**src/rtl/alu_exec_if.sv**
```systemverilog
// Issue-side and CDB-side handshake bundle for the integer execution unit.
// The master drives operations and CDB back-pressure; the slave is the execution unit.
interface alu_exec_if #(
    parameter int XLEN  = 32,
    parameter int TAG_W = 6
);
    logic             flush;
    logic             issue_valid;
    logic             issue_ready;
    logic [3:0]       alu_op;
    logic [2:0]       funct3;
    logic             funct7_b5;
    logic [XLEN-1:0]  operand_a;
    logic [XLEN-1:0]  operand_b;
    logic [TAG_W-1:0] tag_in;
    logic             cdb_valid;
    logic             cdb_ready;
    logic [XLEN-1:0]  cdb_data;
    logic [TAG_W-1:0] cdb_tag;

    modport master (
        output flush, issue_valid, alu_op, funct3, funct7_b5,
               operand_a, operand_b, tag_in, cdb_ready,
        input  issue_ready, cdb_valid, cdb_data, cdb_tag
    );

    modport slave (
        input  flush, issue_valid, alu_op, funct3, funct7_b5,
               operand_a, operand_b, tag_in, cdb_ready,
        output issue_ready, cdb_valid, cdb_data, cdb_tag
    );
endinterface

```
**src/rtl/alu_exec_unit.sv**
```systemverilog
// Integer execution unit: single-cycle ALU ops plus a MUL_LAT-cycle multiply, tagged result onto the CDB.
// Result register holds until cdb_ready; issue stalls while multiplying or while an unconsumed result is held.
module alu_exec_unit #(
    parameter int XLEN    = 32,
    parameter int TAG_W   = 6,
    parameter int MUL_LAT = 3
) (
    input  logic      clk,
    input  logic      rst,
    alu_exec_if.slave bus
);
    localparam int SH_W = $clog2(XLEN);

    localparam logic [1:0] S_IDLE     = 2'd0;
    localparam logic [1:0] S_MUL_BUSY = 2'd1;
    localparam logic [1:0] S_HOLD     = 2'd2;

    localparam logic [3:0] OP_ADD  = 4'd0;
    localparam logic [3:0] OP_SUB  = 4'd1;
    localparam logic [3:0] OP_MUL  = 4'd2;
    localparam logic [3:0] OP_SLL  = 4'd3;
    localparam logic [3:0] OP_SLT  = 4'd4;
    localparam logic [3:0] OP_XOR  = 4'd5;
    localparam logic [3:0] OP_SR   = 4'd6;
    localparam logic [3:0] OP_OR   = 4'd7;
    localparam logic [3:0] OP_AND  = 4'd8;
    localparam logic [3:0] OP_SLLI = 4'd9;
    localparam logic [3:0] OP_SRI  = 4'd10;

    localparam logic [3:0] MUL_CNT_INIT = 4'(MUL_LAT - 1);

    function automatic logic [XLEN-1:0] alu_result(
        input logic [3:0]      op,
        input logic [2:0]      f3,
        input logic            f7_b5,
        input logic [XLEN-1:0] a,
        input logic [XLEN-1:0] b
    );
        logic [SH_W-1:0] sh;
        logic [XLEN-1:0] sra_a;
        logic [XLEN-1:0] srl_a;
        logic            lt;
        logic [XLEN-1:0] r;
        sh    = b[SH_W-1:0];
        sra_a = $unsigned($signed(a) >>> sh);
        srl_a = a >> sh;
        lt    = (f3 == 3'b011) ? (a < b) : ($signed(a) < $signed(b));
        r     = '0;
        case (op)
            OP_ADD:          r = a + b;
            OP_SUB:          r = a - b;
            OP_MUL:          r = a * b;
            OP_SLL, OP_SLLI: r = a << sh;
            OP_SLT:          r = {{(XLEN-1){1'b0}}, lt};
            OP_XOR:          r = a ^ b;
            OP_SR:           r = f7_b5 ? sra_a : srl_a;
            OP_OR:           r = a | b;
            OP_AND:          r = a & b;
            // immediate form: imm[10] carries the arithmetic select
            OP_SRI:          r = b[10] ? sra_a : srl_a;
            default:         r = '0;
        endcase
        return r;
    endfunction

    logic [1:0]       state;
    logic [3:0]       mul_cnt;
    logic [XLEN-1:0]  mul_a;
    logic [XLEN-1:0]  mul_b;
    logic [TAG_W-1:0] mul_tag;
    logic             res_vld;
    logic [XLEN-1:0]  res_data;
    logic [TAG_W-1:0] res_tag;
    logic             ready;
    logic             accept;
    logic             is_mul;

    assign ready  = (state != S_MUL_BUSY) && (!res_vld || bus.cdb_ready) && !bus.flush;
    assign accept = bus.issue_valid && ready;
    assign is_mul = (bus.alu_op == OP_MUL);

    assign bus.issue_ready = ready;
    assign bus.cdb_valid   = res_vld;
    assign bus.cdb_data    = res_data;
    assign bus.cdb_tag     = res_tag;

    always_ff @(posedge clk or posedge rst) begin
        if (rst) begin
            state    <= S_IDLE;
            mul_cnt  <= '0;
            mul_a    <= '0;
            mul_b    <= '0;
            mul_tag  <= '0;
            res_vld  <= 1'b0;
            res_data <= '0;
            res_tag  <= '0;
        end else if (bus.flush) begin
            state    <= S_IDLE;
            mul_cnt  <= '0;
            res_vld  <= 1'b0;
            res_data <= '0;
            res_tag  <= '0;
        end else begin
            case (state)
                S_MUL_BUSY: begin
                    // count of 1 means this edge is the last of the multiply window
                    if (mul_cnt == 4'd1) begin
                        state    <= S_HOLD;
                        mul_cnt  <= '0;
                        res_vld  <= 1'b1;
                        res_data <= mul_a * mul_b;
                        res_tag  <= mul_tag;
                    end else begin
                        mul_cnt <= mul_cnt - 4'd1;
                    end
                end
                default: begin
                    if (accept) begin
                        if (is_mul && (MUL_LAT > 1)) begin
                            state    <= S_MUL_BUSY;
                            mul_cnt  <= MUL_CNT_INIT;
                            mul_a    <= bus.operand_a;
                            mul_b    <= bus.operand_b;
                            mul_tag  <= bus.tag_in;
                            res_vld  <= 1'b0;
                            res_data <= '0;
                            res_tag  <= '0;
                        end else begin
                            state    <= S_HOLD;
                            res_vld  <= 1'b1;
                            res_data <= alu_result(bus.alu_op, bus.funct3, bus.funct7_b5,
                                                   bus.operand_a, bus.operand_b);
                            res_tag  <= bus.tag_in;
                        end
                    end else if (res_vld && bus.cdb_ready) begin
                        state    <= S_IDLE;
                        res_vld  <= 1'b0;
                        res_data <= '0;
                        res_tag  <= '0;
                    end
                end
            endcase
        end
    end
endmodule
```
**src/flat_wrapper.sv**
```systemverilog
// flat-port wrapper written by rule: the top's interface ports become plain ports
module alu_exec_unit_flat 
#(
    parameter int XLEN    = 32,
    parameter int TAG_W   = 6,
    parameter int MUL_LAT = 3
)
  (clk, rst, bus_flush, bus_issue_valid, bus_alu_op, bus_funct3, bus_funct7_b5, bus_operand_a, bus_operand_b, bus_tag_in, bus_cdb_ready, bus_issue_ready, bus_cdb_valid, bus_cdb_data, bus_cdb_tag);
  alu_exec_if #(.XLEN(XLEN), .TAG_W(TAG_W)) bus_i ();
  input  logic clk;
  input  logic rst;
  input wire logic [$bits(bus_i.flush)-1:0] bus_flush;
  input wire logic [$bits(bus_i.issue_valid)-1:0] bus_issue_valid;
  input wire logic [$bits(bus_i.alu_op)-1:0] bus_alu_op;
  input wire logic [$bits(bus_i.funct3)-1:0] bus_funct3;
  input wire logic [$bits(bus_i.funct7_b5)-1:0] bus_funct7_b5;
  input wire logic [$bits(bus_i.operand_a)-1:0] bus_operand_a;
  input wire logic [$bits(bus_i.operand_b)-1:0] bus_operand_b;
  input wire logic [$bits(bus_i.tag_in)-1:0] bus_tag_in;
  input wire logic [$bits(bus_i.cdb_ready)-1:0] bus_cdb_ready;
  output wire logic [$bits(bus_i.issue_ready)-1:0] bus_issue_ready;
  output wire logic [$bits(bus_i.cdb_valid)-1:0] bus_cdb_valid;
  output wire logic [$bits(bus_i.cdb_data)-1:0] bus_cdb_data;
  output wire logic [$bits(bus_i.cdb_tag)-1:0] bus_cdb_tag;
  assign bus_i.flush = bus_flush;
  assign bus_i.issue_valid = bus_issue_valid;
  assign bus_i.alu_op = bus_alu_op;
  assign bus_i.funct3 = bus_funct3;
  assign bus_i.funct7_b5 = bus_funct7_b5;
  assign bus_i.operand_a = bus_operand_a;
  assign bus_i.operand_b = bus_operand_b;
  assign bus_i.tag_in = bus_tag_in;
  assign bus_i.cdb_ready = bus_cdb_ready;
  assign bus_issue_ready = bus_i.issue_ready;
  assign bus_cdb_valid = bus_i.cdb_valid;
  assign bus_cdb_data = bus_i.cdb_data;
  assign bus_cdb_tag = bus_i.cdb_tag;
  alu_exec_unit #(.XLEN(XLEN), .TAG_W(TAG_W), .MUL_LAT(MUL_LAT)) u_core (.clk(clk), .rst(rst), .bus(bus_i));
endmodule
```
**config.mk**
```make
export PLATFORM = sky130hd
export DESIGN_NAME = alu_exec_unit_flat
export DESIGN_NICKNAME = d
export VERILOG_FILES = /design/src/rtl/alu_exec_if.sv /design/src/rtl/alu_exec_unit.sv /design/src/flat_wrapper.sv
export SDC_FILE = /design/constraint.sdc
export NUM_CORES = 2
export LEC_CHECK = 0
export CELL_PAD_IN_SITES_DETAIL_PLACEMENT = 1
export CELL_PAD_IN_SITES_GLOBAL_PLACEMENT = 1
export CORE_MARGIN = 2
export CORE_UTILIZATION = 49
export DETAILED_ROUTE_END_ITERATION = 12
export GPL_ROUTABILITY_DRIVEN = 0
export GPL_TIMING_DRIVEN = 0
export MAX_ROUTING_LAYER = met4
export PLACE_DENSITY_LB_ADDON = 0.1
export REMOVE_ABC_BUFFERS = 1
export SYNTH_ARGS = -nofsm -noshare
export SYNTH_HDL_FRONTEND = slang
export SYNTH_SLANG_ARGS = --single-unit
export TNS_END_PERCENT = 20
```
**constraint.sdc**
```tcl
create_clock -name clk -period 8.4 [get_ports clk]
set_input_delay 0.84 -clock clk [delete_from_list [all_inputs] [get_ports clk]]
set_output_delay 0.84 -clock clk [all_outputs]
set_load 0.01 [all_outputs]
```
==> summary.txt <==
Run status
  • Status: finished clean

Routing
  • Final wirelength: 108000 um
  • Residual DRC: 0
  • Initial DRC count: 2514
  • Via count: 25926
  • DRT antenna net count: 0
  • Vias per std cell: 6.32
  • DR pass1 iterations: 6
  • WL/cell: 26.4 um

Layout
  • Share of cells above drive strength 1: 0.0573
  • Most common cell after layout, fill and taps aside: inv_1
  • Fin nets: 4033
  • Synthesis-to-layout area growth: 8.33%
  • Most frequent cells in the layout: 476 x inv_1, 410 x fa_1, 378 x nand2_1

Setup path
  • Slowest-stage cell, CP: dfrtp_1
  • Crit path required time: 8.78 ns
  • Worst-path cell chain: nand2_1 > fa_1 > inv_1 > fa_1 > fa_1 > inv_1 > fa_1 > inv_1 > fa_1 > fa_1 > fa_1 > fa_1 > ha_1 > a21o_1 > a21o_1 > a21oi_1 > o31ai_1 > a21o_1 > a221oi_1 > o221ai_1 > o31ai_1 > a21o_1
  • CP bufs+invs: 3
  • R2R setup slack: 0.43 ns
  • CP endpoint: u_core.bus.cdb_data[28]$_DFFE_PP0P_
  • Critical Path Stages: 22
  • CP max stage delay: 1.09 ns
  • Top delay family on crit path: adder cells
  • R2R Path End: u_core.bus.cdb_data[28]$_DFFE_PP0P_
  • Worst reg2reg path startpoint: u_core.mul_b[9]$_DFFE_PP0P_
  • Critical path launch point: u_core.mul_b[9]$_DFFE_PP0P_
  • Worst setup EP type: register
  • Top cell by count, worst path: fa_1
  • Reg2Reg Depth: 22
  • Crit start category: register
  • Worst-path maximum fanout: 24
  • CP Class: register to register
  • Crit path DAT: 8.34 ns

Synthesis
  • Mux share of post-synthesis cell area: 0.0664
  • Netlist Area Pre-Place: 28800 sq um
  • Synth Area in XOR/XNOR: 0.0284
  • Synth Area in Adders: 0.381
  • Top cells by area, synth: fa_1 28%, dfrtp_1 9.9%, ha_1 9.6%
  • Seq cells post-synth: 114
  • Ys async rst share: 1.00
  • Compound-Gate Fraction of Synth Area: 0.154
  • Syn Area/Cell: 8.58 sq um
  • Post-synth EDFFs: 0
  • Main combinational cell family by area after synthesis: adder cells
  • Synth area leader: fa_1
  • Seq/Total Area, Yosys: 0.0990
  • Area share of and/or/nand/nor cells after synthesis: 0.178
  • Synth cell types: 84
  • Synth top area share: 0.285
  • Top_reg_cell synth: dfrtp_1
  • Syn. warnings: 0
  • Cells after Synth: 3358

Clocking
  • H-tree levels: 4
  • Root buffer cell: clkbuf_16
  • Number of CTS-inserted buffers: 17
  • Clock-pin transition on the worst setup and hold timing paths: 0.06 ns
  • Worst skew pair latency: 0.45 ns
  • TritonCTS clock tree: done
  • CTS sink count: 114
  • Max Buffers Root-to-Sink: 2

STA
  • Setup Viol. Count Final: 0
  • Worst hold slack: 0.487 ns
  • Slew Limit Headroom: 0.0847
  • Period utilization: 0.948
  • Slew @ Worst Pin: 1.37 ns
  • PnR worst setup slack: 0.434 ns
  • Max Fclk: 126 MHz
  • Max-slew violation count: 0
  • Final Skew: 0.0200 ns
  • RSZ-0062 raised after global routing: no
  • Min Tclk post-route: 7.97 ns
  • Fin. Hold Viols: 0

Min path
  • Worst hold start: u_core.mul_a[31]$_DFFE_PP0P_
  • Hold Crit Class: register to register

Die
  • I/O pins: 123
  • Die W: 247 um
  • Core box area: 57900 sq um
  • Initial cell density of the core: 0.498
  • Cell Rows: 88
  • Die area: 60800 sq um
  • Die H: 247 um

Global route
  • Initial antenna violation count: 5
  • GRT Total Usage: 0.375
  • Total gr overflow: 0
  • First-pass GRT wire length: 168000 um
  • Pin count of the biggest net entering global routing: 84
  • Vias in the first global route: 27780

Run
  • Max-Cap Viols: 0

Place
  • HPWL Detailed: 84600 um
  • PortBufs: 122
  • Post-place setup slack: 0.212 ns

Pwr
  • Worst VDD drop: 480 uV
  • Pwr dens: 274 nW/um^2
  • P_leak: 14.3 nW
cell type report:
type                    instances  area, sq um
flip-flops and latches        114         2880
clock buffers                  17          425
inverters                     483         1820
diodes                          3         7.51
multi-input cells            2552        23300
repair buffers                150         1630
well taps                     765          957
clock inverters                15          161
fillers                      6826        26700
sequential cells by signal (all words and copies together) (netlist names):
name and count:
u_core.bus.cdb_data 32, u_core.mul_a 32, u_core.mul_b 32, u_core.bus.cdb_tag 6, u_core.mul_tag 6, u_core.mul_cnt 4, u_core.state 2
how the worst min path moves through the flow:
stage | to | depth (start not counted)
floorplan | u_core.mul_a[31]$_DFFE_PP0P_ | 2
global placement | u_core.mul_a[31]$_DFFE_PP0P_ | 2
detailed placement | u_core.mul_a[31]$_DFFE_PP0P_ | 2
CTS | u_core.mul_a[31]$_DFFE_PP0P_ | 2
global route | u_core.bus.cdb_tag[2]$_DFFE_PP0P_ | 2
finish | u_core.mul_a[31]$_DFFE_PP0P_ | 2
worst min-delay path, delay by kind of cell, from the launching register on:
family | cells | cell delay, ns
DFF | 1 | 0.34
and+or+nand+nor | 1 | 0.05
AOI/OAI and AO/OA | 1 | 0.06
synthesized netlist by cell type (14+ instances only):
cell type,instances
a211oi_1,19
a21o_1,32
a21oi_1,121
a221o_1,19
a221oi_1,24
a22oi_1,34
a31oi_1,20
and2_1,317
buf_2,22
clkbuf_1,174
dfrtp_1,114
fa_1,410
ha_1,222
inv_1,478
mux2i_1,37
mux4_2,63
nand2_1,378
nand2b_1,18
nand3_1,18
nor2_1,190
nor2b_1,20
nor3_1,39
o211ai_1,24
o21a_1,21
o21ai_0,190
o21bai_1,15
o221ai_1,22
o22ai_1,18
or3_1,14
xnor2_1,71
xor2_1,20
power breakdown:
part           total [mW]  switching, mW  leakage [nW]  internal [mW]
sequential           1.09          0.464          1.49          0.623
combinational        6.72           3.83          12.5           2.89
clock               0.743          0.323         0.281          0.421
total                8.55           4.62          14.3           3.93
per-stage QoR:
step / std cells / utilization / setup TNS (ns) / area (sq um) / power (mW)
finish: 4099 / 0.539 / 0 / 31200 / 8.55
global route: 4098 / 0.539 / 0 / 31200 / 9.29
CTS: 4094 / 0.538 / 0 / 31200 / 8.56
detailed placement: 4062 / 0.528 / 0 / 30600 / 7.68
global placement: 4036 / 0.520 / -1.98 / 30100 / 7.38
floorplan: 3149 / - / 0 / 28000 / 5.51
kinds of logic after synthesis:
group | after synthesis
muxes | 111
AOI/OAI and AO/OA | 666
adders and majority gates | 632
DFF | 114
and+or+nand+nor | 1051
xor gates and xnor gates | 92
buffers and inverters | 692
metal layers:
layer / up-vias / wire length (um) / track usage
met4: 0 / 4220 / 0.131
li1: 11025 / - / -
met5: - / 0 / -
met2: 1195 / 50300 / 0.586
met3: 282 / 8690 / 0.0572
met1: 13424 / 45000 / 0.499
repair_timing:
item | CTS | global route
setup buffers | 0 | 0
resized for setup | 0 | 11
endpoints found under the setup margin | 0 | 4
hold buffers | 0 | 0
Power figures use the tool's default switching activity.
